<file path="src/rtl/sram_array_ctrl.sv">
// Access controller for a 1R1W SRAM macro: optional power-on clear sweep, round-robin
// read arbitration over two requesters, one write port and a 2-entry response buffer.
// Build option: define SRAM_CTRL_INIT_EN to enable the INIT clear sweep.
module sram_array_ctrl #(
    parameter int                 DEPTH      = 128,
    parameter int                 ADDR_W     = 7,
    parameter int                 DATA_W     = 51,
    parameter logic [DATA_W-1:0]  INIT_VALUE = '0
) (
    input  logic              clock,
    input  logic              reset,
    output logic              init_done,
    input  logic              w_valid,
    output logic              w_ready,
    input  logic [ADDR_W-1:0] w_addr,
    input  logic [DATA_W-1:0] w_data,
    input  logic              r0_valid,
    output logic              r0_ready,
    input  logic [ADDR_W-1:0] r0_addr,
    input  logic              r1_valid,
    output logic              r1_ready,
    input  logic [ADDR_W-1:0] r1_addr,
    output logic              resp_valid,
    input  logic              resp_ready,
    output logic              resp_id,
    output logic [DATA_W-1:0] resp_data,
    output logic              sram_r_en,
    output logic [ADDR_W-1:0] sram_r_addr,
    input  logic [DATA_W-1:0] sram_r_data,
    output logic              sram_w_en,
    output logic [ADDR_W-1:0] sram_w_addr,
    output logic [DATA_W-1:0] sram_w_data
);

    typedef enum logic {ST_INIT, ST_RUN} state_t;

`ifdef SRAM_CTRL_INIT_EN
    localparam state_t RESET_STATE = ST_INIT;
`else
    localparam state_t RESET_STATE = ST_RUN;
`endif

    state_t              state_reg;
    logic [ADDR_W-1:0]   sweep_cnt_reg;
    logic                init_done_reg;
    logic                rr_ptr_reg;
    logic                s1_valid_reg;
    logic                s1_id_reg;
    logic                s1_byp_reg;
    logic [DATA_W-1:0]   s1_byp_data_reg;
    logic [DATA_W-1:0]   fifo_data_reg [2];
    logic [1:0]          fifo_id_reg;
    logic                wr_ptr_reg;
    logic                rd_ptr_reg;
    logic [1:0]          occ_reg;

    logic                pop;
    logic                can_accept;
    logic                gnt0;
    logic                gnt1;
    logic                rd_fire;
    logic [ADDR_W-1:0]   rd_addr;
    logic                w_fire;
    logic                init_wr;
    logic                byp;
    logic [DATA_W-1:0]   push_data;

    assign pop        = resp_valid & resp_ready;
    // Admit a read only if the slot it will push into two cycles on is guaranteed free.
    assign can_accept = ({1'b0, occ_reg} + {2'b00, s1_valid_reg}) < (3'd2 + {2'b00, pop});

    assign gnt0 = init_done_reg & can_accept & r0_valid & (~r1_valid | ~rr_ptr_reg);
    assign gnt1 = init_done_reg & can_accept & r1_valid & (~r0_valid |  rr_ptr_reg);

    assign rd_fire = gnt0 | gnt1;
    assign rd_addr = gnt1 ? r1_addr : r0_addr;
    assign w_fire  = w_valid & init_done_reg;
    assign init_wr = (state_reg == ST_INIT) & ~reset;
    // The macro may return old data on a same-cycle collision, so forward the write.
    assign byp     = w_fire & rd_fire & (w_addr == rd_addr);

    assign init_done   = init_done_reg;
    assign w_ready     = init_done_reg;
    assign r0_ready    = gnt0;
    assign r1_ready    = gnt1;
    assign sram_r_en   = rd_fire;
    assign sram_r_addr = rd_addr;
    assign sram_w_en   = init_wr | w_fire;
    assign sram_w_addr = init_wr ? sweep_cnt_reg : w_addr;
    assign sram_w_data = init_wr ? INIT_VALUE : w_data;

    assign push_data   = s1_byp_reg ? s1_byp_data_reg : sram_r_data;
    assign resp_valid  = (occ_reg != 2'd0);
    assign resp_data   = fifo_data_reg[rd_ptr_reg];
    assign resp_id     = fifo_id_reg[rd_ptr_reg];

    always_ff @(posedge clock or posedge reset) begin
        if (reset) begin
            state_reg       <= RESET_STATE;
            sweep_cnt_reg   <= '0;
            init_done_reg   <= 1'b0;
            rr_ptr_reg      <= 1'b0;
            s1_valid_reg    <= 1'b0;
            s1_id_reg       <= 1'b0;
            s1_byp_reg      <= 1'b0;
            s1_byp_data_reg <= '0;
            fifo_id_reg     <= '0;
            wr_ptr_reg      <= 1'b0;
            rd_ptr_reg      <= 1'b0;
            occ_reg         <= '0;
            for (int i = 0; i < 2; i++) begin
                fifo_data_reg[i] <= '0;
            end
        end else begin
            case (state_reg)
                ST_INIT: begin
                    sweep_cnt_reg <= sweep_cnt_reg + 1'b1;
                    if (sweep_cnt_reg == ADDR_W'(DEPTH - 1)) begin
                        state_reg     <= ST_RUN;
                        init_done_reg <= 1'b1;
                    end
                end
                default: init_done_reg <= 1'b1;
            endcase

            if (rd_fire) begin
                rr_ptr_reg <= gnt0;
            end

            s1_valid_reg <= rd_fire;
            s1_id_reg    <= gnt1;
            s1_byp_reg   <= byp;
            if (byp) begin
                s1_byp_data_reg <= w_data;
            end

            if (s1_valid_reg) begin
                fifo_data_reg[wr_ptr_reg] <= push_data;
                fifo_id_reg[wr_ptr_reg]   <= s1_id_reg;
                wr_ptr_reg                <= ~wr_ptr_reg;
            end
            if (pop) begin
                rd_ptr_reg <= ~rd_ptr_reg;
            end
            occ_reg <= occ_reg + {1'b0, s1_valid_reg} - {1'b0, pop};
        end
    end

endmodule

</file>
<file path="config.mk">
export PLATFORM = sky130hd
export DESIGN_NAME = sram_array_ctrl
export DESIGN_NICKNAME = d
export VERILOG_FILES = /design/src/rtl/sram_array_ctrl.sv
export SDC_FILE = /design/constraint.sdc
export NUM_CORES = 1
export LEC_CHECK = 0
export CAP_MARGIN = 20
export CORE_ASPECT_RATIO = 0.5
export CORE_MARGIN = 2
export CORE_UTILIZATION = 47
export CTS_CLUSTER_DIAMETER = 30
export DETAILED_ROUTE_END_ITERATION = 10
export PLACE_DENSITY = 0.87
export SYNTH_ARGS = -nofsm -noshare
export SYNTH_HDL_FRONTEND = slang
export SYNTH_SLANG_ARGS = --single-unit
export TNS_END_PERCENT = 10
</file>
<file path="constraint.sdc">
create_clock -name clock -period 7.8 [get_ports clock]
set_input_delay 1.56 -clock clock [delete_from_list [all_inputs] [get_ports clock]]
set_output_delay 1.56 -clock clock [all_outputs]
set_load 0.02 [all_outputs]
</file>
Word-level counts from Yosys, hierarchy flattened
Index checks and enable logic that the tools add are counted.
{"block": "op_classes", "n_eq_ne": 2, "n_reduce_logical": 4, "n_addsub": 5, "muxes": 19, "n_bitwise": 23, "order_cmp": 7}
{"op": "51-bit 2-to-1 mux", "n": 6}
{"op": "102-bit bitwise mux", "n": 1}
{"op": "51-bit demux with 1-bit select", "n": 1}
{"op": "7-bit 2-to-1 mux", "n": 2}
{"op": "1-bit AND", "n": 10}
{"op": "7-bit by 1-bit adder with 7-bit output (second input constant)", "n": 1}
{"op": "7-bit == test", "n": 1}
{"op": "7-bit == test (second input constant)", "n": 1}
{"op": "1-bit 2-to-1 mux", "n": 7}
{"op": "1-bit inverter", "n": 7}
{"op": "2-bit greater-or-equal comparator (second input constant)", "n": 2}
{"op": "1-bit by 2-bit less-than comparator with 1-bit output (second input constant)", "n": 2}
{"op": "1-bit inverter with 2-bit output", "n": 2}
{"op": "1-bit OR", "n": 4}
{"op": "2-bit nonzero test", "n": 2}
{"op": "2-bit by 1-bit adder with 3-bit output", "n": 1}
{"op": "2-bit by 1-bit adder with 3-bit output (first input constant)", "n": 1}
{"op": "3-bit less-than comparator", "n": 1}
{"op": "2-bit by 1-bit adder with 2-bit output", "n": 1}
{"op": "2-bit bitwise mux", "n": 1}
{"op": "1-bit logical AND", "n": 2}
{"op": "2-bit by 1-bit less-than comparator with 1-bit output (second input constant)", "n": 1}
{"op": "2-bit by 1-bit subtractor with 2-bit output", "n": 1}
{"op": "1-bit demux with 1-bit select", "n": 1}
{"op": "1-bit greater-or-equal comparator (second input constant)", "n": 1}
{"block": "totals", "elab_cells": 74, "register_bits": 172, "inputBits": 129, "out_inout_bits": 124}

Longest topological paths before layout
{"block": "logic_depth", "depth_word": 10, "mapped_depth": 11, "ltp_nobuf": 10}

Least setup slack after synthesis
No wires, ideal clock.
{"block": "synth_timing", "kind": "input to output", "from": "input port r0_valid", "to": "output port sram_r_addr[0]", "slack_ns": 3.371, "cell_stages": 6, "required_time_ns": 6.240, "path_buffers": 1, "arrival_ns": 2.869, "path_cell_list": "nor2b_1 > nor3b_2 > nand2_2 > inv_1 > clkbuf_1 > o21ai_0"}
{"block": "synth_between", "elab_chain_len": 4}
{"element": "from (decl)", "line": "17", "source": "input logic r0_valid,"}
{"element": "1-bit inverter", "line": "73", "source": "assign gnt1 = init_done_reg & can_accept & r1_valid & (~r0_valid | rr_ptr_reg);"}
{"element": "1-bit OR", "line": "73"}
{"element": "1-bit AND", "line": "73"}
{"element": "net r1_ready", "line": "21", "source": "output logic r1_ready,"}
{"element": "7-bit 2-to-1 mux", "line": "76", "source": "assign rd_addr = gnt1 ? r1_addr : r0_addr;"}
{"element": "to (decl)", "line": "28", "source": "output logic [ADDR_W-1:0] sram_r_addr,"}
The timed path passes the listed nets, and every way through them passes these cells.

Final worst setup path
{"block": "layout_timing", "from": "input port reset", "to": "output port sram_w_data[50]"}
{"block": "layout_between", "elab_chain_len": 3}
{"element": "from (decl)", "line": "11", "source": "input logic reset,"}
{"element": "1-bit inverter", "line": "78", "source": "assign init_wr = (state_reg == ST_INIT) & ~reset;"}
{"element": "1-bit AND", "line": "78"}
{"element": "51-bit 2-to-1 mux", "line": "90", "source": "assign sram_w_data = init_wr ? INIT_VALUE : w_data;"}
{"element": "to (decl)", "line": "32", "source": "output logic [DATA_W-1:0] sram_w_data"}
No other way between the ends.

==> results.toml <==
[run_status]
status = "completed"

[sta]
finalHoldViolCount = 0
setup_ws_ns = 2.25
worst_pin_slew_ns = 1.00
relSlewSlack_pct = 33.0
rsz0062_at_grt = "false"
finalCritPeriodShare_pct = 71.2
period_minus_slack_ns = 5.55
finalSetupViolCount = 0
skew_ns = 0.0107
max_clock_freq_mhz = 180
finalSetupTns_ns = 0
slew_violations = 0

[critical_path]
crit_top_cell = "clkdlybuf4s50_1"
critical_path.top_delay_family = "buffers and inverters"
startpoint_type = "input port"
cpPeakStageDelay_ns = 0.82
crit_start = "reset"
cp_num_buf_inv = 3
r2r-start = "s1_valid_reg"
cp_max_fo = 39
crit_slowest_cell = "nor2_4"
crit_arrival_ns = 3.99
path_cells = "clkdlybuf4s50_1, nor2_4, buf_4, nor2b_1, clkdlybuf4s50_1"
worstSetupPathType = "input port to output pin"
cp.required_ns = 6.24
worstSetupEndpointType = "output pin"

[detailed_routing]
drc_errors = 0
avgViaCountPerCell = 5.17
post_drt_wl_per_cell_um = 16.8
postRouteAntennaNets = 0
first_iter_violations = 288
wirelength_mm = 20.3
first_pass_iters = 4
dr_total_vias = 6251

[job]
cap_violations = 0

[global_route]
grt_pass1_wl_mm = 33.4
overflow = 0
antenna_found_initial = 0
grt_util_all_layers_pct = 22.6
grt_max_degree = 104
grt_pass1_vias = 6515

[yosys]
ys_seq_area_share_pct = 52.7
ys.flop_type = "dfrtp_1"
yosysWarnings = 0
synth_seq_cells = 172
syn-num-nets = 876
syn_inst = 742
async_flop_share_pct = 100
ys_types = 38
avgSynthCellArea_um2 = 11.0
synth_edf_count = 0
syn_area_um2 = 8160

[final_layout]
fin_nets = 1104
largest_reg_flops = 102
fin_cells = 1210
syn_to_final_growth_pct = 39.7
drive_above_1_share_pct = 11.1
finalInstanceArea_um2 = 11400
antennaDiodeCount = 0

[placed_design]
dp.cells = 1177
dp_slack_ns = 2.23
dpl_cell_area_um2 = 10800
gp_congestion = 0.860
dpl.hpwl_mm = 14.1
io_buffers = 252

[clocking]
numClockSinks = 172
cts_buffers = 17
htree_levels = 4
cts_tree = "built"
cts_resized = 0
cts_hold_buf = 0
post_cts_buffers = 0
clock_path_buffers = 2
clk_pin_slew_worst_paths_ns = 0.06
cts-root-buf = "clkbuf_16"
clk_latency_ns = 0.41

[min_path]
hp-start = "fifo_data_reg[94]"
hp-class = "flop to flop"

[power_and_ir_drop]
leakage_nw = 4.74
total_power_w = 0.00244
vdd_drop_max_uv = 169
p_per_area_nw_per_um2 = 214

[floorplanning]
dieArea_um2 = 18500
io_pins = 253
rows = 33
initial_utilization_pct = 48.9
die_w_um = 190
core_um2 = 16700
chipHeight_um = 97.2
[logic make-up (layout without fill, tap and decap cells)]
kind of cell,after synthesis,count (layout),synth area share [%]
muxes,163,163,21.7
and+or+nand+nor,205,205,12.1
adders and majority gates,5,5,0.766
buffers and inverters,58,299,3.17
DFF,172,172,52.7
AOI/OAI and AO/OA,123,123,7.83
xor gates and xnor gates,16,16,1.72
[where the power goes]
group          internal, W  leakage (nW)  switching [W]  total [W]
logic             0.000343          2.50       0.000316   0.000659
clock network     0.000479         0.273       0.000341   0.000820
registers         0.000925          1.97      0.0000323   0.000958
total              0.00175          4.74       0.000690    0.00244
[layout make-up]
cell class / instances / area [um^2]
clock buffers: 21 / 450
well taps: 227 / 284
flip-flops and latches: 172 / 4310
multi-input cells: 512 / 3620
clock inverters: 11 / 120
inverters: 10 / 42.5
fillers: 1239 / 5280
repair buffers: 257 / 2580
[Yosys cell counts, types with 2 or more instances]
cell type	number	area, um^2
a21o_1	2	15.0
a21oi_1	53	265
a31oi_1	2	12.5
buf_1	7	26.3
buf_6	5	56.3
clkbuf_1	35	131
dfrtp_1	171	4280
ha_1	5	62.6
inv_1	10	37.5
mux2_1	52	586
mux2_2	60	676
mux2i_1	51	510
nand2_1	75	282
nand2b_1	5	31.3
nor2_1	56	210
nor2b_1	54	338
o21ai_0	57	285
o21ai_1	2	10.0
o22ai_1	4	25.0
or2_2	4	25.0
xnor2_1	10	87.6
xor2_1	6	52.6
[metrics by stage]
| stage | util, % | hold slack, ns |
|---|---|---|
| finish | 68.4 | 0.475 |
| global route | 68.4 | 0.498 |
| CTS | 68.2 | 0.480 |
| detailed placement | 64.8 | 0.466 |
| global placement | 64.8 | 0.457 |
| floorplan | - | 0.446 |
[cells in the final DEF (no fill, tap or decap), drive strengths merged, types with 6 or more instances in the layout]
master / n
o21ai: 59
clkinv: 6
inv: 10
mux2i: 51
nand2: 76
xor2: 6
clkdlybuf4s50: 252
xnor2: 10
a21oi: 53
clkbuf: 21
nor2b: 54
mux2: 112
dfrtp: 171
nor2: 56
[layer usage]
metal	GRT usage (%)	vias to the layer above	wire length [um]
met2	40.6	119	10800
met4	7.87	0	493
met3	3.83	31	567
met1	27.5	3111	8500
met5	0	-	0
li1	-	2990	-
[path summary, 6_finish.rpt]
check                                      endpoint  slack (ns)  cells past startpoint
worst max-delay path                sram_w_data[50]        2.25                      5
max in group asynchronous         fifo_data_reg[32]        4.48                      3
worst max register to register  s1_byp_data_reg[15]        3.64                     10
min in group asynchronous          fifo_data_reg[0]        1.79                      2
worst min register to register    fifo_data_reg[94]        0.48                      2
worst min-delay path              fifo_data_reg[94]        0.48                      2
[worst min-delay path: cells and delay by family (launching register included)]
family	cells	cell delay [ns]
flip-flops	1	0.34
AO/OA/AOI/OAI	1	0.06
AND/OR/NAND/NOR	1	0.04
Power figures use the tool's default switching activity.
